==> config.mk <==
export PLATFORM = sky130hd
export DESIGN_NAME = memwb_stage
export DESIGN_NICKNAME = d
export VERILOG_FILES = /design/src/rtl/riscv_pkg.sv /design/src/rtl/load_extend.sv /design/src/rtl/memwb_stage.sv
export SDC_FILE = /design/constraint.sdc
export NUM_CORES = 1
export LEC_CHECK = 0
export BUFFER_PORTS_ARGS = -buffer_cell sky130_fd_sc_hd__buf_2
export CORE_AREA = 2 2 133 135
export CTS_BUF_LIST = sky130_fd_sc_hd__clkbuf_4
export DETAILED_ROUTE_END_ITERATION = 12
export DIE_AREA = 0 0 135 137
export PLACE_DENSITY = 0.81
export SLEW_MARGIN = 20
export SYNTH_ARGS = -nofsm -noshare
export SYNTH_HDL_FRONTEND = slang
export SYNTH_SLANG_ARGS = --single-unit
==> constraint.sdc <==
create_clock -name clk -period 2 [get_ports clk]
set_clock_uncertainty 0.1 [all_clocks]
set_input_delay 0 -clock clk [delete_from_list [all_inputs] [get_ports clk]]
set_output_delay 0 -clock clk [all_outputs]
set_load 0.03 [all_outputs]
==> src/rtl/riscv_pkg.sv <==
// Shared encodings for the RV32I pipeline: result-mux selects, load funct3 codes
// and the default datapath width.
package riscv_pkg;

  localparam int XLEN_DEFAULT = 32;

  localparam logic [2:0] RES_ALU   = 3'b000;
  localparam logic [2:0] RES_LOAD  = 3'b001;
  localparam logic [2:0] RES_PC4   = 3'b010;
  localparam logic [2:0] RES_IMM   = 3'b011;
  localparam logic [2:0] RES_PCTGT = 3'b100;

  localparam logic [2:0] F3_LB  = 3'b000;
  localparam logic [2:0] F3_LH  = 3'b001;
  localparam logic [2:0] F3_LW  = 3'b010;
  localparam logic [2:0] F3_LBU = 3'b100;
  localparam logic [2:0] F3_LHU = 3'b101;

endpackage

==> src/rtl/load_extend.sv <==
// Combinational load-data alignment: selects the addressed byte/halfword of the raw
// memory word and sign- or zero-extends it according to the load funct3.
module load_extend
  import riscv_pkg::*;
#(
  parameter int XLEN = XLEN_DEFAULT
) (
  input  logic [2:0]      Funct3,
  input  logic [1:0]      offset,
  input  logic [XLEN-1:0] word_in,
  output logic [XLEN-1:0] data_out
);

  logic [7:0]  byte_sel;
  logic [15:0] half_sel;

  always_comb begin
    byte_sel = word_in[{offset, 3'b000} +: 8];
    half_sel = word_in[{offset[1], 4'b0000} +: 16];
    data_out = word_in;
    // Unsupported funct3 codes fall through with the raw word; no trap is raised here.
    case (Funct3)
      F3_LB:   data_out = {{(XLEN-8){byte_sel[7]}}, byte_sel};
      F3_LBU:  data_out = {{(XLEN-8){1'b0}}, byte_sel};
      F3_LH:   data_out = {{(XLEN-16){half_sel[15]}}, half_sel};
      F3_LHU:  data_out = {{(XLEN-16){1'b0}}, half_sel};
      default: data_out = word_in;
    endcase
  end

endmodule

==> src/rtl/memwb_stage.sv <==
// MEM->WB pipeline register with load extension and x0 write suppression.
// Optional retired-instruction counter enabled by defining RETIRE_CNT_EN.
module memwb_stage
  import riscv_pkg::*;
#(
  parameter int XLEN = XLEN_DEFAULT
`ifdef RETIRE_CNT_EN
  ,
  parameter int CNT_W = 64
`endif
) (
  input  logic            clk,
  input  logic            reset,
  input  logic            StallW,
  input  logic            FlushW,
  input  logic            ValidM,
  input  logic            RegWriteM,
  input  logic [4:0]      RdM,
  input  logic [2:0]      ResultSrcM,
  input  logic [2:0]      Funct3M,
  input  logic [XLEN-1:0] ALUResultM,
  input  logic [XLEN-1:0] ReadDataM,
  input  logic [XLEN-1:0] PCPlus4M,
  input  logic [XLEN-1:0] ImmExtM,
  input  logic [XLEN-1:0] PCTargetM,
  output logic            ValidW,
  output logic            RegWriteW,
  output logic [4:0]      RdW,
  output logic [2:0]      ResultSrcW,
  output logic [XLEN-1:0] ALUResultW,
  output logic [XLEN-1:0] ReadDataW,
  output logic [XLEN-1:0] PCPlus4W,
  output logic [XLEN-1:0] ImmExtW,
  output logic [XLEN-1:0] PCTargetW
`ifdef RETIRE_CNT_EN
  ,
  output logic [CNT_W-1:0] RetireCntW
`endif
);

  // Flow control: no valid/ready handshake. The stage never back-pressures; each
  // edge does reset, else FlushW (bubble), else StallW (hold), else capture M.
  logic [XLEN-1:0] load_data;
  logic            load_en;

  load_extend #(.XLEN(XLEN)) u_load_extend (
    .Funct3   (Funct3M),
    .offset   (ALUResultM[1:0]),
    .word_in  (ReadDataM),
    .data_out (load_data)
  );

  assign load_en = !FlushW && !StallW;

  always_ff @(posedge clk) begin
    if (reset || FlushW) begin
      ValidW     <= 1'b0;
      RegWriteW  <= 1'b0;
      RdW        <= '0;
      ResultSrcW <= RES_ALU;
      ALUResultW <= '0;
      ReadDataW  <= '0;
      PCPlus4W   <= '0;
      ImmExtW    <= '0;
      PCTargetW  <= '0;
    end else if (load_en) begin
      ValidW     <= ValidM;
      // x0 is hardwired zero, so its writes are dropped before they reach the regfile.
      RegWriteW  <= RegWriteM && ValidM && (RdM != 5'd0);
      RdW        <= RdM;
      ResultSrcW <= ResultSrcM;
      ALUResultW <= ALUResultM;
      ReadDataW  <= load_data;
      PCPlus4W   <= PCPlus4M;
      ImmExtW    <= ImmExtM;
      PCTargetW  <= PCTargetM;
    end
  end

`ifdef RETIRE_CNT_EN
  // Counts only real instructions that actually advance into W; flush does not clear it.
  always_ff @(posedge clk) begin
    if (reset) begin
      RetireCntW <= '0;
    end else if (load_en && ValidM) begin
      RetireCntW <= RetireCntW + 1'b1;
    end
  end
`endif

endmodule

==> results list, run 1 <==
- The biggest area contributor in the post-synthesis netlist is dfxtp_1.
- Gate Count Post-Synth: 673
- Count of buffers from port buffering: 346
- In this run, synthesis inferred 0 flip-flops with an integrated enable.
* Post-CTS Repair Setup Buffers: 0
- Die span in y: 137 um
* Number of nets produced by synthesis: 850
- Prevailing post-synth register cell: dfxtp_1
* Clk sinks: 170
- The cell sitting at the root of the clock tree is a clkbuf_4.
* H-tree depth reported by CTS: 4
- Global placer's final weighted congestion: 0.874
- The number of hold buffers added after CTS was 248.
- During I/O placement, the number of pins put on the boundary was 347.
* Flops & latches, synth: 170
* Post-cts gate resize count: 0
* Die span in x: 135 um
- Area contributors post-synth: dfxtp_1, mux2i_1, nor2_1
- Total half-perimeter wirelength after legalization and detailed placement: 13700 um
- The floorplan has 48 rows.
- Async S/R FF share, synth: 0%
- Portion of the post-synthesis area used by sequential elements: 51.4%
- For this configuration, the core starts out at a cell density of 38.8%.
* Fraction of synthesized cell area taken by the top area cell type: 51.4%
- Error Message: [ERROR RSZ-0060] Max buffer count reached.
- Last stage the flow got to: 4_1_cts
- Dominant cell by count in the synthesized netlist: dfxtp_1
* Syn_area_per_cell: 9.84 um2
- No sink is reached through more buffers than the 2 on the longest clock path.
- The number of clock buffers added by TritonCTS is 17.
- Outcome: stopped before the end
* Post-synthesis cell area: 6620 um2
- The Yosys step of the flow raised 0 warnings.
- By count the netlist is led by dfxtp_1, nor2_1, mux2i_1, nand2_1, clkbuf_1.
- The number of different library cells used by synthesis comes to 43.
[logic make-up after synthesis]
family | count (synthesis) | share of synthesized area (%)
simple gates | 213 | 13.1
flops | 170 | 51.4
mux | 150 | 23.1
compound gates | 85 | 8.54
buf+inv | 55 | 3.80
[metrics by stage]
stage	hold slack, ns	instances	utilization, %	setup WS [ns]	instance area, um2
detailed placement	0.137	1202	49.9	0.361	8520
global placement	0.128	1202	49.9	0.414	8520
floorplan	0.0360	673	-	0.653	6620
==> inputs of run 2 (changes only) <==
--- a/config.mk
+++ b/config.mk
@@ -6,11 +6,10 @@
 export NUM_CORES = 1
 export LEC_CHECK = 0
 export BUFFER_PORTS_ARGS = -buffer_cell sky130_fd_sc_hd__buf_2
-export CORE_AREA = 2 2 133 135
-export CTS_BUF_LIST = sky130_fd_sc_hd__clkbuf_4
+export CORE_AREA = 2 2 136 138
 export DETAILED_ROUTE_END_ITERATION = 12
-export DIE_AREA = 0 0 135 137
-export PLACE_DENSITY = 0.81
+export DIE_AREA = 0 0 138 140
+export PLACE_DENSITY_LB_ADDON = 0.15
 export SLEW_MARGIN = 20
 export SYNTH_ARGS = -nofsm -noshare
 export SYNTH_HDL_FRONTEND = slang
==> results list, run 2 <==
- The run finished with clean final reports.
* Sequential fraction of design power: 43.7%
- Count of vias placed by the detailed router: 6704
* Power share of the clock group: 38.9%
- dfxtp_1 takes more of the synthesized area than any other cell.
* Capturing element type of the critical path: register
* Via-to-Cell Ratio: 4.68
- Antenna diode count: 0
- TritonCTS buffer count: 17 (unchanged)
- End point of the critical path: ReadDataW[6]
- Library cells used by synthesis: 43 (unchanged)
- Portion of the post-synthesis area used by sequential elements: 51.4% (unchanged)
- The mean instance size in the synthesized netlist is 9.84 um2 (unchanged).
- The tool flagged a number of max-cap violations equal to 0.
* Switching component of the power: 2210 uW
* Fmax achieved: 516 MHz
* Number of iterations in the first detailed-routing pass: 5
* Clk sinks: 170 (unchanged)
- Critical path class: in -> reg
- Tracing the worst setup path back leads to its startpoint at ALUResultM[1].
* Count of buffers from port buffering: 346 (unchanged)
* Global route overflow: 0
- Setup violations remaining at the end of the flow were counted as 0.
- The H-tree level count was 4 (unchanged).
- Clock-pin slew was measured on the worst setup and hold paths at 0.06 ns.
- In the final layout, the share of cells above drive strength 1 is 34.1%.
* Aggregate routed wire length: 21500 um
* Area contributors post-synth: dfxtp_1, mux2i_1, nor2_1
* Die footprint: 19300 um2
- By count the netlist is led by dfxtp_1, nor2_1, mux2i_1, nand2_1, clkbuf_1.
* Fraction of synthesized cell area taken by the top area cell type: 51.4% (unchanged)
- Net count, final: 1367
- Post-synthesis cell area: 6620 um2 (unchanged)
- The last weighted congestion value of the routability-driven placer was 0.785 (-10%).
- Buffer levels on the longest clock path: 2 (unchanged)
- Area delta synth->final: 66.5%
- The number of enable flip-flop cells after synthesis came to 0 (unchanged).
- CTS tree: done
* Placement row count: 49 (+2.1%)
- Die span in x: 138 um (+2.2%)
* Final standard cell utilization of the core: 62.0%
- Global routing usage summed across all routing layers: 21.7%
- Count of nets left with antenna violations after detail routing: 0
* Initial DRC count: 320
- The internal portion of the total power is 5940 uW.
- Flop-to-flop setup slack: 0.46 ns
* Min Clock Period, post-route: 1.94 ns
* Highest ir drop seen on vdd: 0.000574 V
- At the worst endpoint, the arrival time is 2.13 ns.
- First-pass GRT wire length: 34400 um
* PD cells: 740 nW/um2
- In the routed design, unresolved DRC markers number 0.
* Transition time of the tightest slew-check pin: 0.777 ns
- The number of top-level pins came to 347 (unchanged).
* Final Max Tran Viols: 0
- Number of global-route vias before repair: 6822
- The floorplan die height is 140 um (+2.2%).
* Total half-perimeter wirelength after legalization and detailed placement: 13900 um (+1.4%)
* Yosys warnings: 0 (unchanged)
* Reg2Reg Capture Point: ReadDataW[0]
* Share of the cycle needed by the critical path after routing: 96.9%
* Path category of the worst min-delay check: in -> reg
* Std-Cell Core Area: 17800 um2
* Most frequent cells in the layout: buf_2, dlygate4sd3_1, dfxtp_1, nor2_1, mux2i_1
- Insertion delay to the later sink of the worst-skew pair: 0.42 ns
- The count of endpoints failing hold in the final timing report was 0.
- The worst pin sits at a relative slew slack of 48.2%.
- For the final routed database, the setup TNS stands at 0 ns.
* Maximum number of pins on one net before global-route repair: 102
- Dividing the detail-routed wire length by the instance count gives 15.1 um.
- The number of cells produced by synthesis is 673 (unchanged).
- Largest fanout on the critical path: 21
- In this run, the combinational gates consume 17.3% of the power.
* Switching Fraction: 27.1%
* Initial core utilization: 37.2% (-1.6 points)
- The fraction of registers with async set or reset after synthesis is 0% (unchanged).
* Leakage power summed over all cells: 0.00547 uW
* Prevailing post-synth register cell: dfxtp_1
* Power after layout: 8160 uW
* Most common library cell in the layout ignoring fill and taps: buf_2
* Worst slack on hold paths: 0.104 ns
* Initial antenna violation count: 0
* Unrepaired setup endpoints after global routing: no
- The count of buffers added by post-CTS timing repair for setup was 0 (unchanged).
- For the worst flop-to-flop path, the logic depth is 4.
* Root Buffer Master: clkbuf_16
- Data on the critical path is required at its endpoint by 2.19 ns.
* Launch instance of the worst register-to-register path: ReadDataW[0]
- Dominant cell by count in the synthesized netlist: dfxtp_1
* Number of nets produced by synthesis: 850 (unchanged)
- Critical path startpoint category: primary input
- The flop and latch count out of synthesis was 170 (unchanged).
## run 2: cell counts after synthesis
No cell type changed its count.
## run 2: layer usage
layer	up-vias	part of all wire [%]	global-route usage, %
li1	3328	-	-
met1	3108	42	25.4
met2	240	50	38.4
met3	28	6.7	6.50
met4	0	1.8	6.23
met5	-	0	0
## run 2: worst min path at each step
stage                             start            end  slack (ns)  cells past startpoint
after floorplan                  ValidM         ValidW        0.04                      2
after global placement    PCTargetM[16]  PCTargetW[16]        0.13                      3
after detailed placement  ResultSrcM[1]  ResultSrcW[1]        0.14                      3
after CTS                        StallW   ReadDataW[6]        0.08                      5
after global routing             StallW   ReadDataW[6]        0.11                      5
final                            StallW  ReadDataW[15]        0.10                      4
## run 2: cell families (layout without fill, tap and decap cells)
group | after synthesis | count (layout) | share of synthesized area, %
AOI/OAI and AO/OA | 85 | 85 | 8.54
buffers and inverters | 55 | 584 | 3.80
DFF | 170 | 170 | 51.4
muxes | 150 | 150 | 23.1
and+or+nand+nor | 213 | 213 | 13.1
## run 2: repair_timing
action / in CTS / in global routing
hold buffers: 192 / 0
endpoints found under the hold margin: 170 / 0
endpoints found under the setup margin: 0 / 5
gates resized for setup: 0 / 4
## run 2: per-stage QoR
step                cells  setup slack [ns]  instance area [um2]
floorplan             673             0.653                 6620
global placement     1208             0.458                 8540
finish               1431            0.0622                11000
global route         1431           0.00537                11000
CTS                  1431            0.0257                11000
detailed placement   1208             0.438                 8540
## run 2: area by class of cell
type                    count  area [um2]
fillers                  1510        6750
repair buffers            550        3790
flip-flops and latches    170        3400
multi-input cells         448        2980
clock buffers              19         443
well taps                 229         287
clock inverters            12         114
inverters                   3        11.3
## run 2: worst max-delay path, stage by stage
cell	delay [ns]
dlygate4sd3_1	0.53
buf_2	0.17
buf_6	0.23
mux4_2	0.52
nand2_1	0.06
dlygate4sd3_1	0.53
o21ai_0	0.07
## run 2: power groups by stage
| stage | clock network (uW) | registers [uW] | logic, uW |
|---|---|---|---|
| 5_1_grt | 3390 | 3580 | 1520 |
| 3_5_place_dp | 0 | 3640 | 1100 |
| 4_1_cts | 3240 | 3560 | 1400 |
| 3_3_place_gp | 0 | 3640 | 1100 |
| 2_1_floorplan | 0 | 3880 | 456 |
| 6_report | 3180 | 3570 | 1420 |
No activity file was read; power rests on OpenSTA's default activity.
